`src/rtl/wb_stage_pkg.sv`:
```
// Shared encodings for the write-back stage: FSM states and load funct3 codes.
package wb_stage_pkg;

    typedef enum logic [1:0] {
        WB_IDLE   = 2'd0,
        WB_WAIT   = 2'd1,
        WB_COMMIT = 2'd2
    } wb_state_e;

    localparam logic [2:0] F3_LB  = 3'b000;
    localparam logic [2:0] F3_LH  = 3'b001;
    localparam logic [2:0] F3_LW  = 3'b010;
    localparam logic [2:0] F3_LD  = 3'b011;
    localparam logic [2:0] F3_LBU = 3'b100;
    localparam logic [2:0] F3_LHU = 3'b101;
    localparam logic [2:0] F3_LWU = 3'b110;

endpackage

```
`src/rtl/wb_stage.sv`:
```
// Write-back stage: accepts retiring instructions, waits for load data, and
// produces the registered register-file write, commit strobe and retire count.
module load_ext
    import wb_stage_pkg::*;
#(
    parameter int XLEN = 64
) (
    input  logic [63:0]     rdata_i,
    input  logic [2:0]      addr_lo_i,
    input  logic [2:0]      fun3_i,
    output logic [XLEN-1:0] data_o
);

    logic [63:0] shifted;
    logic [63:0] ext;

    always_comb begin
        shifted = rdata_i >> {addr_lo_i, 3'b000};
        ext     = '0;
        case (fun3_i)
            F3_LB:   ext = {{56{shifted[7]}},  shifted[7:0]};
            F3_LH:   ext = {{48{shifted[15]}}, shifted[15:0]};
            F3_LW:   ext = {{32{shifted[31]}}, shifted[31:0]};
            F3_LD:   ext = shifted;
            F3_LBU:  ext = {56'd0, shifted[7:0]};
            F3_LHU:  ext = {48'd0, shifted[15:0]};
            F3_LWU:  ext = {32'd0, shifted[31:0]};
            default: ext = '0;
        endcase
        data_o = XLEN'(ext);
    end

endmodule

module wb_stage
    import wb_stage_pkg::*;
#(
    parameter int XLEN = 64
) (
    input  logic            clk,
    input  logic            rst,
    input  logic            in_valid_i,
    output logic            in_ready_o,
    input  logic [XLEN-1:0] pc_i,
    input  logic [4:0]      rd_idx_i,
    input  logic            wben_i,
    input  logic            is_load_i,
    input  logic [2:0]      load_fun3_i,
    input  logic [2:0]      addr_lo_i,
    input  logic [XLEN-1:0] alu_res_i,
    input  logic            mem_rvalid_i,
    input  logic [63:0]     mem_rdata_i,
    output logic [XLEN-1:0] wb_data_o,
    output logic [4:0]      wb_rdid_o,
    output logic            wb_wren_o,
    output logic [XLEN-1:0] pc_wb_o,
    output logic            commit_o,
    output logic [63:0]     commit_cnt_o
);

    wb_state_e       state_q, state_d;
    logic [XLEN-1:0] pc_q, pc_d;
    logic [4:0]      rd_q, rd_d;
    logic            wben_q, wben_d;
    logic [2:0]      fun3_q, fun3_d;
    logic [2:0]      alo_q, alo_d;

    logic [XLEN-1:0] wb_data_q, wb_data_d;
    logic [4:0]      wb_rdid_q, wb_rdid_d;
    logic            wb_wren_q, wb_wren_d;
    logic [XLEN-1:0] pc_wb_q, pc_wb_d;
    logic            commit_q, commit_d;
    logic [63:0]     cnt_q, cnt_d;

    logic            transfer;
    logic [XLEN-1:0] ld_data;

    load_ext #(.XLEN(XLEN)) u_load_ext (
        .rdata_i   (mem_rdata_i),
        .addr_lo_i (alo_q),
        .fun3_i    (fun3_q),
        .data_o    (ld_data)
    );

    assign in_ready_o = (state_q != WB_WAIT);
    assign transfer   = in_valid_i & in_ready_o;

    // Output registers are loaded on the edge that enters COMMIT, so they
    // hold steady through IDLE/WAIT while only the strobes drop.
    always_comb begin
        state_d   = state_q;
        pc_d      = pc_q;
        rd_d      = rd_q;
        wben_d    = wben_q;
        fun3_d    = fun3_q;
        alo_d     = alo_q;
        wb_data_d = wb_data_q;
        wb_rdid_d = wb_rdid_q;
        pc_wb_d   = pc_wb_q;
        wb_wren_d = 1'b0;
        commit_d  = 1'b0;
        cnt_d     = cnt_q + 64'(state_q == WB_COMMIT);

        case (state_q)
            WB_IDLE, WB_COMMIT: begin
                if (transfer) begin
                    pc_d   = pc_i;
                    rd_d   = rd_idx_i;
                    wben_d = wben_i;
                    fun3_d = load_fun3_i;
                    alo_d  = addr_lo_i;
                    if (is_load_i) begin
                        state_d = WB_WAIT;
                    end else begin
                        state_d   = WB_COMMIT;
                        commit_d  = 1'b1;
                        wb_wren_d = wben_i & (|rd_idx_i);
                        wb_rdid_d = rd_idx_i;
                        wb_data_d = alu_res_i;
                        pc_wb_d   = pc_i;
                    end
                end else begin
                    state_d = WB_IDLE;
                end
            end
            WB_WAIT: begin
                if (mem_rvalid_i) begin
                    state_d   = WB_COMMIT;
                    commit_d  = 1'b1;
                    wb_wren_d = wben_q & (|rd_q);
                    wb_rdid_d = rd_q;
                    wb_data_d = ld_data;
                    pc_wb_d   = pc_q;
                end
            end
            default: state_d = WB_IDLE;
        endcase
    end

    always_ff @(posedge clk or posedge rst) begin
        if (rst) begin
            state_q   <= WB_IDLE;
            pc_q      <= '0;
            rd_q      <= '0;
            wben_q    <= 1'b0;
            fun3_q    <= '0;
            alo_q     <= '0;
            wb_data_q <= '0;
            wb_rdid_q <= '0;
            wb_wren_q <= 1'b0;
            pc_wb_q   <= '0;
            commit_q  <= 1'b0;
            cnt_q     <= '0;
        end else begin
            state_q   <= state_d;
            pc_q      <= pc_d;
            rd_q      <= rd_d;
            wben_q    <= wben_d;
            fun3_q    <= fun3_d;
            alo_q     <= alo_d;
            wb_data_q <= wb_data_d;
            wb_rdid_q <= wb_rdid_d;
            wb_wren_q <= wb_wren_d;
            pc_wb_q   <= pc_wb_d;
            commit_q  <= commit_d;
            cnt_q     <= cnt_d;
        end
    end

    assign wb_data_o    = wb_data_q;
    assign wb_rdid_o    = wb_rdid_q;
    assign wb_wren_o    = wb_wren_q;
    assign pc_wb_o      = pc_wb_q;
    assign commit_o     = commit_q;
    assign commit_cnt_o = cnt_q;

endmodule
```
`config.mk`:
```
export PLATFORM = sky130hd
export DESIGN_NAME = wb_stage
export DESIGN_NICKNAME = d
export VERILOG_FILES = /design/src/rtl/wb_stage_pkg.sv /design/src/rtl/wb_stage.sv
export SDC_FILE = /design/constraint.sdc
export NUM_CORES = 1
export LEC_CHECK = 0
export CAP_MARGIN = 20
export CORE_UTILIZATION = 35
export DETAILED_ROUTE_END_ITERATION = 7
export PLACE_DENSITY = 0.67
export SYNTH_ARGS = -nofsm -noshare
export SYNTH_HDL_FRONTEND = slang
export SYNTH_SLANG_ARGS = --single-unit
export TNS_END_PERCENT = 100
```
`constraint.sdc`:
```
create_clock -name clk -period 12 [get_ports clk]
set_clock_uncertainty 0.15 [all_clocks]
set_input_delay 3 -clock clk [delete_from_list [all_inputs] [get_ports clk]]
set_output_delay 3 -clock clk [all_outputs]
set_load 0.01 [all_outputs]
```
==> results.txt, run 1 <==
- The flow ran to the end, and the final reports show no timing, DRC or antenna violations.
- Detailed Routing Iterations Pass 1: 5
* Fraction of the yosys area taken by sequential cells: 0.511
- Dividing the final minimum period by the clock period gives 0.541.
- Top-Level Pins: 409
- The count of buffers added on input and output ports is 408.
- Proportion of power drawn by combinational gates: 0.312
* Final TNS setup: 0 ns
* Final setup fails: 0
- Overall fraction of global-route tracks in use: 0.232
* Fraction of the core area covered by cells at the end of the flow: 0.504
- Async SR Flop Fraction: 1.00
- Wirelength per Cell: 19.8 um
* Highest Clock Rate: 154 MHz
- Total detailed-routing wirelength: 47.3 mm
- The floorplan step defined a die boundary enclosing 0.0396 mm^2.
- The number of antenna violations at the first check in global routing was 3.
- The synthesized design contains 277 register bits.
* Number of hold-slack violations in the final timing report: 0
* DRC violation count after routing: 0
* Cell chosen for the clock root: sky130_fd_sc_hd__clkbuf_16
- Counting the buffers created by CTS gives 31.
* Share of total power in the clock network: 0.293
- Among all stages on the critical path, the largest delay is contributed by sky130_fd_sc_hd__buf_4.
- Area Overhead vs Synth: 40.7%
- From bottom edge to top edge, the die measures 199 um.
* Yosys synthesis warning count: 0
- The first global-routing pass estimated 70.9 mm of wire.
* Count of pins over their slew limit: 0
* Part of the power in registers: 0.395
* Largest fanout on the critical path: 122
- The signal on the critical path passes through clkdlybuf4s50_1, nor2b_4, buf_4, a22oi_2, buf_4, inv_6, buf_4, nor2_1, a31oi_1.
* CP Data Required Time: 12.33 ns
- Maximum number of buffers from clock root to sink: 3
- Averaged over all synthesized cells, the footprint is 9.07 um^2.
- Global routing finished with a remaining overflow of 0.
* Internal reg-to-reg setup slack: 7.75 ns
- Total number of nets in the final design: 2065
* Leakage Power: 8.21 nW
- Setup repair after global routing missed its margin: no
- In this run the cell area of the synthesized design comes to 0.0136 mm^2.
- Most area-consuming cells after synthesis: sky130_fd_sc_hd__dfrtp_1, sky130_fd_sc_hd__nand2_1, sky130_fd_sc_hd__nor2_1
- CTS built an H-tree with a depth of 1.
- The via count of the first global-routing pass is 12100.
* Initial cell density of the core: 0.358
* Placer Congestion: 0.903
* Hold/Removal Path Class: flip-flop to flip-flop
* Beginning of the worst register-to-register path: state_q[0]
- Worst hold start: pc_q[54]
* Clock transition at the registers of the reported paths: 0.06 ns
- Cell depth of the worst hold path: 2
- Top cells by instance count after synthesis: sky130_fd_sc_hd__nand2_1, sky130_fd_sc_hd__dfrtp_1, sky130_fd_sc_hd__nor2_1
- CTS Hold Bufs: 0
- CTS tree: built
- Highest cell delay on the worst timing path: 0.75 ns
* Critical path endpoint category: flip-flop
- Largest area contributor in the synthesized netlist: sky130_fd_sc_hd__dfrtp_1
- Counting I/O delays and the setup requirement, the final critical path takes 6.50 ns.
- The initialized floorplan defines 71 standard-cell rows.
- Dividing total power by cell area gives a power density of 166 mW/mm^2.
- Switching power total: 1.02 mW
* Syn Inst Count: 1496
* Net switching fraction of the power: 0.323
- Yosys mapped the design onto 53 distinct sky130hd cell types.
- Cell internal power was estimated by the tool at 2.15 mW.
* Share of cells above drive strength 1: 0.0644
* Max Cap Violations: 0
- The worst setup path is of the input port to flip-flop kind.
- Measured against its own limit, the worst slew margin works out to 0.279.
- Largest vdd supply drop: 0.105 mV
- The most numerous cell type found on the critical path is sky130_fd_sc_hd__buf_4.
- Number of vias per cell after detailed routing: 5.31
- Most instantiated library cell after synthesis: sky130_fd_sc_hd__nand2_1
* Core Footprint: 0.0379 mm^2
* DP Wirelength: 33.1 mm
- In this run, synthesis inferred 0 flip-flops with an integrated enable.
- Initial detailed-routing violation count: 844
* Synthesized netlist net count: 1707
- Min-Delay Endpoint: pc_q[54]
- Buffers added to address setup during post-CTS repair amount to 0.
- Detailed routing inserted a total of 12700 vias.
- Signal arrival time at the worst endpoint: 6.82 ns
- In this run the remaining antenna-violating nets after routing total 0.
- Number of clock sinks: 277
- Post-CTS resize count: 0
- R2R depth: 8
- Clock latency on the worst-skew pair, taken at its later pin, is 0.58 ns.
* Element type at the critical path start: input port
- From left edge to right edge, the die measures 199 um.
- The share of synthesized area in the top cell type comes to 0.511.
- The worst register-to-register path ends at wb_rdid_o[0].
- Most used flip-flop cell after synthesis: sky130_fd_sc_hd__dfrtp_1
* Largest net degree at the start of global routing: 140
- For the pin with the worst max-slew slack, the measured transition is 1.08 ns.
[critical path: cells and delay by family]
family          cells  cell delay, ns
compound gates      2            0.27
buf+inv             5            3.06
simple gates        2            0.24
[metal layers]
layer  routed length [um]  global-route usage  vias up
li1                     -                   -     5897
met1                20000               0.320     6221
met2                21400               0.357      504
met3                 4450              0.0600       82
met4                 1430              0.0672        4
met5                   21                   0        -
[worst max path at each step]
stage,slack (ns),to,from
after floorplan,1.21,alo_q[0],rst
after global placement,5.05,pc_wb_o[22],in_valid_i
after detailed placement,4.98,wb_rdid_o[1],in_valid_i
after CTS,5.55,wb_rdid_o[0],in_valid_i
after global routing,5.22,pc_wb_o[62],in_valid_i
final,5.50,wb_rdid_o[0],in_valid_i
[layout make-up]
class | count | area, um^2
antenna | 2 | 5.00
clock buffer | 47 | 926
clock inverter | 10 | 76.3
sequential | 277 | 6930
tap | 511 | 639
fill | 3527 | 18800
timing repair buffer | 423 | 4220
multi-input combinational | 1108 | 6240
inverter | 13 | 63.8
[cell families (layout without fill, tap and decap cells)]
| kind of cell | count (synthesis) | count (layout) | share of synthesized area |
|---|---|---|---|
| adder cells (fa/ha/maj) | 2 | 2 | 0.00184 |
| buffers and inverters | 111 | 493 | 0.0325 |
| XOR/XNOR | 61 | 61 | 0.0394 |
| AO/OA/AOI/OAI | 247 | 247 | 0.118 |
| other | 0 | 2 | 0 |
| AND/OR/NAND/NOR | 727 | 727 | 0.231 |
| multiplexers | 71 | 71 | 0.0662 |
| flip-flops | 277 | 277 | 0.511 |
[registers in the layout, summed over array words and instances (netlist names)]
signal / count
alo_q: 3
pc_q: 64
wb_rdid_o: 5
state_q: 2
commit_o: 1
commit_cnt_o: 64
fun3_q: 3
rd_q: 5
wb_wren_o: 1
wben_q: 1
pc_wb_o: 64
wb_data_o: 64
[layout by cell type (no fill, tap or decap), drive strengths merged, types with 9 or more instances in the layout]
cell type      netlist  layout
nor2b               11      11
a31oi               72      72
a221oi              27      27
o211ai              23      23
xnor2               47      47
buf                 27      15
dfrtp              277     277
a211oi              14      14
mux4                13      13
and3                34      34
inv                 13      16
mux2                20      20
nor4                 9       9
xor2                14      14
mux2i               38      38
nand4               31      31
nand2              430     430
clkdlybuf4s50        0     408
a21oi               43      43
nor2               141     141
clkbuf              71      47
o21ai               42      42
nand3               37      37
[metrics by stage]
step | std cells | area, um^2 | hold slack (ns) | power (mW) | setup WS (ns)
6_report | 2391 | 19100 | 0.323 | 3.17 | 5.50
2_1_floorplan | 1496 | 13600 | 0.295 | 1.70 | 1.21
3_3_place_gp | 2329 | 18000 | 0.306 | 2.23 | 5.05
3_5_place_dp | 2329 | 18000 | 0.312 | 2.25 | 4.98
5_1_grt | 2390 | 19100 | 0.341 | 3.33 | 5.22
4_1_cts | 2386 | 19100 | 0.327 | 3.19 | 5.55
[power by group through the flow]
stage | registers, mW | clock network, mW | logic, mW
6_report | 1.25 | 0.930 | 0.988
5_1_grt | 1.27 | 0.984 | 1.07
4_1_cts | 1.25 | 0.953 | 0.989
3_5_place_dp | 1.26 | 0 | 0.986
3_3_place_gp | 1.26 | 0 | 0.974
2_1_floorplan | 1.30 | 0 | 0.398
Note: power is estimated with default switching activity, not from simulation.
==> inputs of run 2 (changes only) <==
--- a/config.mk
+++ b/config.mk
@@ -8,7 +8,7 @@
 export CAP_MARGIN = 20
 export CORE_UTILIZATION = 35
 export DETAILED_ROUTE_END_ITERATION = 7
-export PLACE_DENSITY = 0.67
+export PLACE_DENSITY = 0.7
 export SYNTH_ARGS = -nofsm -noshare
 export SYNTH_HDL_FRONTEND = slang
 export SYNTH_SLANG_ARGS = --single-unit
==> constraint.sdc (replaced) <==
create_clock -name clk -period 5.8 [get_ports clk]
set_clock_uncertainty 0.15 [all_clocks]
set_input_delay 1.45 -clock clk [delete_from_list [all_inputs] [get_ports clk]]
set_output_delay 1.45 -clock clk [all_outputs]
set_load 0.01 [all_outputs]
==> run 2 against run 1 <==
Effect of this change: sequential share of layout area barely moved; via count down 1.6%; worst setup slack got worse by 3.7 ns; routed wire length is essentially flat; clock power up 110%; first-iteration DRC count down 11%; critical path type is now flip-flop to output port; clock-buffer cell count shrank 3; critical endpoint is now in_ready_o; final cell count about the same; cell area barely moved; critical path depth fell by 6.
==> results.txt, run 2 (synthesis gave the netlist of run 1 again) <==
* Wire length of the first global-routing pass: 71.6 mm
- Power per Cell Area: 343 mW/mm^2
- Worst slew margin: 0.319
* Total number of nets in the final design: 2064
* Beginning of the worst register-to-register path: state_q[0]
* Area Overhead vs Synth: 40.8%
- After clock tree synthesis, the flow added hold-fix buffers numbering 0.
- Clock period minus final worst setup slack: 4.03 ns
* DIE AREA: 0.0396 mm^2
- Across every metal layer, demand over resource in global routing totals 0.235.
* Total detailed-routing wirelength: 47.3 mm
- Height of the chip: 199 um
- Port buffering added 408 buffers.
* Detailed Routing Iterations Pass 1: 5
* # rows: 71
- At the worst endpoint, the arrival time is 2.43 ns.
- Leaving out filler cells and counting taps, the final layout contains 2389.
- The final-report hold violation count came to 0.
- Worst-path cell chain: nor2b_4, inv_4, clkdlybuf4s50_1
- The number of cells on the worst reg-to-reg path is 7.
- Commonest cells after routing, fill and taps aside: sky130_fd_sc_hd__nand2_1, sky130_fd_sc_hd__clkdlybuf4s50_1, sky130_fd_sc_hd__dfrtp_1, sky130_fd_sc_hd__nor2_1, sky130_fd_sc_hd__a31oi_1
- Element type at the critical path start: flip-flop
* Met3 Use GR: 0.0739
* Initial detailed-routing violation count: 747
- At the worst endpoint, the required time is 4.20 ns.
* Setup repair after global routing missed its margin: no
- Number of routed nets with antenna violations: 0
- Routing usage on met1: 0.308
- VDD sags by at most 0.205 mV.
* Largest fanout on the critical path: 61
* DP Wirelength: 33.5 mm
* Largest net degree at the start of global routing: 122
- Hold/Removal Path Class: flip-flop to flip-flop
- Counting every sink on the clock net gives 277.
* RR Endpoint: pc_wb_o[63]
- Of the total power, the clock network draws 0.293.
* Part of the power in registers: 0.394
- For met2 alone, demand over resource in global routing was 0.370.
- In this run the worst setup path begins at state_q[0].
* Proportion of power drawn by combinational gates: 0.312
- Horizontal die dimension: 199 um
- CTS tree: built
- Critical path's slowest cell: sky130_fd_sc_hd__clkdlybuf4s50_1
- In this run the deepest clock path goes through 3 buffers.
* Placer Congestion: 0.945
* Internal reg-to-reg setup slack: 2.39 ns
- In this run, CTS created clock tree buffers numbering 30.
* Highest Clock Rate: 248 MHz
- Count of pins over their slew limit: 0
* Cell chosen for the clock root: sky130_fd_sc_hd__clkbuf_16
* Type of the worst setup path: flip-flop to output port
- In this run, post-CTS repair resized a total of 0 instances.
- Final TNS setup: 0 ns
* Most common library cell in the layout ignoring fill and taps: sky130_fd_sc_hd__nand2_1
- Via count: 12500
- Max Cap Violations: 0
- Net switching fraction of the power: 0.315
- Post-CTS setup buffers: 0
- Worst setup endpoint: in_ready_o
- Top-Level Pins: 409
- The via count of the first global-routing pass is 12200.
- Bufs and invs on worst path: 2
* Dpl cell area: 0.0181 mm^2
* Initial cell density of the core: 0.358
- Of the available clock period, the critical path in the final layout requires 0.694.
- DRC violation count after routing: 0
- Broken down by cell family, the worst path's largest delay share belongs to buffers and inverters.
* Gr busiest metal: met2
- The analysis attributes to net switching a power of 2.06 mW.
- Share of cells above drive strength 1: 0.0614
- The later pin in the worst-skew pair is clocked with a latency of 0.56 ns.
- The flow ran to the end, and the final reports show no timing, DRC or antenna violations.
* Design area: 0.0191 mm^2
- After clock tree synthesis, the clock-pin slew on the worst setup and hold paths is 0.06 ns.
* Highest cell delay on the worst timing path: 0.67 ns
- Number of vias per cell after detailed routing: 5.23
* Leakage Power: 8.20 nW
- Setup violations remaining at the end of the flow were counted as 0.
- Global route total overflow: 0
- Core Footprint: 0.0379 mm^2
- Wirelength per Cell: 19.8 um
* Crit. path cell count: 3
- Counting tap cells, the placed design contains a total of 2330 instances.
- At the pin with the least slew margin, the transition time is 1.01 ns.
- The number of antenna violations at the first check in global routing is 7.
- Critical path endpoint category: output port
* # H-tree levels: 1
- Cell internal pwr: 4.49 mW
-- run 2: how the worst min path moves through the flow --
stage                     depth (start not counted)  slack (ns)  endpoint     start
final                                             2        0.32  pc_q[23]  pc_q[23]
after global routing                              2        0.34  pc_q[27]  pc_q[27]
after CTS                                         2        0.33  pc_q[45]  pc_q[45]
after detailed placement                          2        0.31  pc_q[60]  pc_q[60]
after global placement                            2        0.31  pc_q[38]  pc_q[38]
after floorplan                                   2        0.30    wben_q    wben_q
-- run 2: through the flow --
step	util	total power, mW	worst slack (ns)	hold slack, ns
finish	0.504	6.56	1.77	0.320
global route	0.504	6.91	1.65	0.343
CTS	0.503	6.62	1.74	0.327
detailed placement	0.477	4.66	1.71	0.312
global placement	0.477	4.63	1.75	0.306
floorplan	-	3.52	0.535	0.295
-- run 2: cell type report --
class	instances	area, um^2
Timing Repair Buffer	423	4250
Clock buffer	44	865
Clock inverter	9	120
Multi-Input combinational cell	1108	6240
Inverter	13	60.1
Antenna cell	4	10.0
Tap cell	511	639
Sequential cell	277	6930
Fill cell	3507	18800
-- run 2: worst reg2reg max path: cells and delay by family (launching register included) --
family,cells,cell delay (ns)
and+or+nand+nor,2,0.31
DFF,1,0.49
buffers and inverters,3,1.94
AOI/OAI and AO/OA,2,0.44
-- run 2: metal layers --
metal / wire (um) / up-vias
met4: 1300 / 10
met3: 4470 / 85
met2: 21900 / 467
met1: 19600 / 6050
met5: 64 / -
li1: - / 5887
-- run 2: power groups by stage --
stage          Combinational [mW]  Sequential [mW]  Clock [mW]
6_report                     2.05             2.59        1.92
5_1_grt                      2.22             2.64        2.05
4_1_cts                      2.05             2.59        1.98
3_5_place_dp                 2.05             2.61           0
3_3_place_gp                 2.03             2.61           0
2_1_floorplan               0.823             2.70           0
==> inputs of run 3 (changes only) <==
==> constraint.sdc (replaced) <==
create_clock -name clk -period 3.5 [get_ports clk]
set_clock_uncertainty 0.15 [all_clocks]
set_input_delay 0.875 -clock clk [delete_from_list [all_inputs] [get_ports clk]]
set_output_delay 0.875 -clock clk [all_outputs]
set_load 0.01 [all_outputs]
==> run 3 against run 2 <==
Effect of this change: sequential share of layout area is 0.66 points lower; routed wire length is 2.0% higher; first-iteration DRC count is 2.5% higher; critical endpoint unchanged.
==> results.txt, run 3 (synthesis gave the netlist of run 1 again) <==
* Result of the run: finished, final reports clean
* DIE AREA: 0.0396 mm^2
- The signal on the critical path passes through buf_4, nor2b_4, inv_4, clkdlybuf4s50_1.
- The top cell types in the final layout, fill and taps aside, are sky130_fd_sc_hd__nand2_1, sky130_fd_sc_hd__clkdlybuf4s50_1, sky130_fd_sc_hd__dfrtp_1, sky130_fd_sc_hd__nor2_1, sky130_fd_sc_hd__a31oi_1.
- Global route total overflow: 0
- Including well taps, the total number of placed cells is 2365.
- For this design the static power due to leakage is 8.40 nW.
- The tightest min-delay check is of the flip-flop to flip-flop type.
* Initial cell density of the core: 0.358
- Horizontal die dimension: 199 um
* Internal reg-to-reg setup slack: 0.70 ns
- Wirelength per Cell: 19.9 um
* Overall fraction of global-route tracks in use: 0.238
- Critical path's slowest cell: sky130_fd_sc_hd__clkdlybuf4s50_1
* Worst hold margin: 0.322 ns
- Min-Delay Endpoint: pc_q[22]
- Final clock period utilization by the worst path: 0.861
* CTS tree: built
- Number of antenna violations at the first check in global routing: 4
- STA classifies the critical path endpoint as an output port.
- Post-route non-filler standard cell count: 2423
* Design area: 0.0195 mm^2
* Top-Level Pins: 409
* Post-CTS setup buffers: 0
- Placer Congestion: 0.947
* Via count: 12800
- TritonCTS created 31 clock buffers.
- Measured against its own limit, the worst slew margin works out to 0.362.
- Bufs and invs on worst path: 3
* Largest fanout on the critical path: 11
- Number of global-route vias before repair: 12400
* Slew @ Worst Pin: 0.957 ns
- Final TNS setup: 0 ns
* DRC violation count after routing: 0
- Largest net degree at the start of global routing: 79
* Count of buffers from port buffering: 408
- Maximum number of buffers from clock root to sink: 3
- Height of the chip: 199 um
- After layout, the minimum clock period comes to 3.02 ns.
- Clock tree synthesis found a total of 277 sinks.
- The worst setup path is launched from a flip-flop.
- The largest single stage delay on the critical path is 0.62 ns.
- R2R depth: 8
* Number of vias per cell after detailed routing: 5.27
* Post-CTS resize count: 0
- From synthesis to final layout, the design area changed by 43.5%.
- Largest vdd supply drop: 0.446 mV
- In the final layout, the share of cells above drive strength 1 is 0.0770.
- Final setup fails: 0
* Total power: 10.9 mW
- The first global-routing pass estimated 72.6 mm of wire.
- Total detailed-routing wirelength: 48.2 mm
- Crit path max-delay family: buffers and inverters
- The final-report hold violation count was 0.
- For this design the ratio of total power to cell area is 562 mW/mm^2.
- DP Wirelength: 35.8 mm
- Highest Clock Rate: 332 MHz
- The tool flagged a number of max-cap violations equal to 0.
- In this run the critical register-to-register path is captured at commit_cnt_o[53].
- At the end of the flow, the number of nets in the layout was 2099.
* Worst hold start: pc_q[22]
- The worst setup path is of the flip-flop to output port kind.
- After clock tree synthesis, the flow added hold-fix buffers numbering 0.
- The cell sitting at the root of the clock tree is a sky130_fd_sc_hd__clkbuf_16.
- Signal arrival time at the worst endpoint: 1.99 ns
- Clock latency of the later-clocked register in the worst-skew pair: 0.57 ns
- Before CTS, the worst setup slack after placement is 0.470 ns.
- Once routing completed, OpenROAD measured the worst setup slack at 0.485 ns.
- CP Data Required Time: 2.47 ns
- Number of routed nets with antenna violations: 0
* Fraction of the core area covered by cells at the end of the flow: 0.513
* # H-tree levels: 1
* Detailed Routing Iterations Pass 1: 7
- Dpl cell area: 0.0185 mm^2
- # rows: 71
* Count of pins over their slew limit: 0
- Initial detailed-routing violation count: 766
- Clock transition at the registers of the reported paths: 0.06 ns
- Cell depth of the worst hold path: 2
- Leaving out fill and tap cells, the most frequent cell in the layout is sky130_fd_sc_hd__nand2_1.
- Core Footprint: 0.0379 mm^2
- The worst register-to-register path begins at state_q[1].
- Setup repair after global routing missed its margin: no
[run 3: how the worst max path moves through the flow]
stage / from / endpoint / slack [ns] / depth (start not counted)
2_1_floorplan: rst / alo_q[0] / -1.19 / 1
3_3_place_gp: mem_rdata_i[47] / wb_data_o[41] / 0.52 / 8
3_5_place_dp: mem_rdata_i[47] / wb_data_o[41] / 0.47 / 8
4_1_cts: state_q[0] / in_ready_o / 0.45 / 4
5_1_grt: state_q[0] / in_ready_o / 0.41 / 4
6_report: state_q[0] / in_ready_o / 0.48 / 4
[run 3: layout make-up]
type | count | area [um^2]
multi-input combinational | 1108 | 6240
antenna | 3 | 7.51
tap | 511 | 639
sequential | 277 | 6930
clock inverter | 6 | 83.8
fill | 3539 | 18500
timing repair buffer | 457 | 4610
inverter | 13 | 60.1
clock buffer | 48 | 890
[run 3: worst register-to-register path, cell delays in order, from the launching register on]
cell and delay (ns):
sky130_fd_sc_hd__dfrtp_1 0.38, sky130_fd_sc_hd__inv_1 0.08, sky130_fd_sc_hd__nor2_1 0.21, sky130_fd_sc_hd__ha_1 0.22, sky130_fd_sc_hd__nand3_1 0.20, sky130_fd_sc_hd__or4_4 0.64
sky130_fd_sc_hd__or4_4 0.55, sky130_fd_sc_hd__nor2_1 0.14, sky130_fd_sc_hd__xnor2_1 0.13
[run 3: power by group]
part           internal, mW  total (mW)  switching, mW
sequential             3.85        4.30          0.456
clock                  1.87        3.17           1.29
combinational          1.75        3.47           1.72
total                  7.47        10.9           3.47
[run 3: layer usage]
metal | part of all wire | wire length (um) | global-route usage
met5 | 0.00027 | 13 | 0
met4 | 0.030 | 1470 | 0.0724
met3 | 0.092 | 4460 | 0.0653
met2 | 0.46 | 22300 | 0.379
met1 | 0.41 | 20000 | 0.313
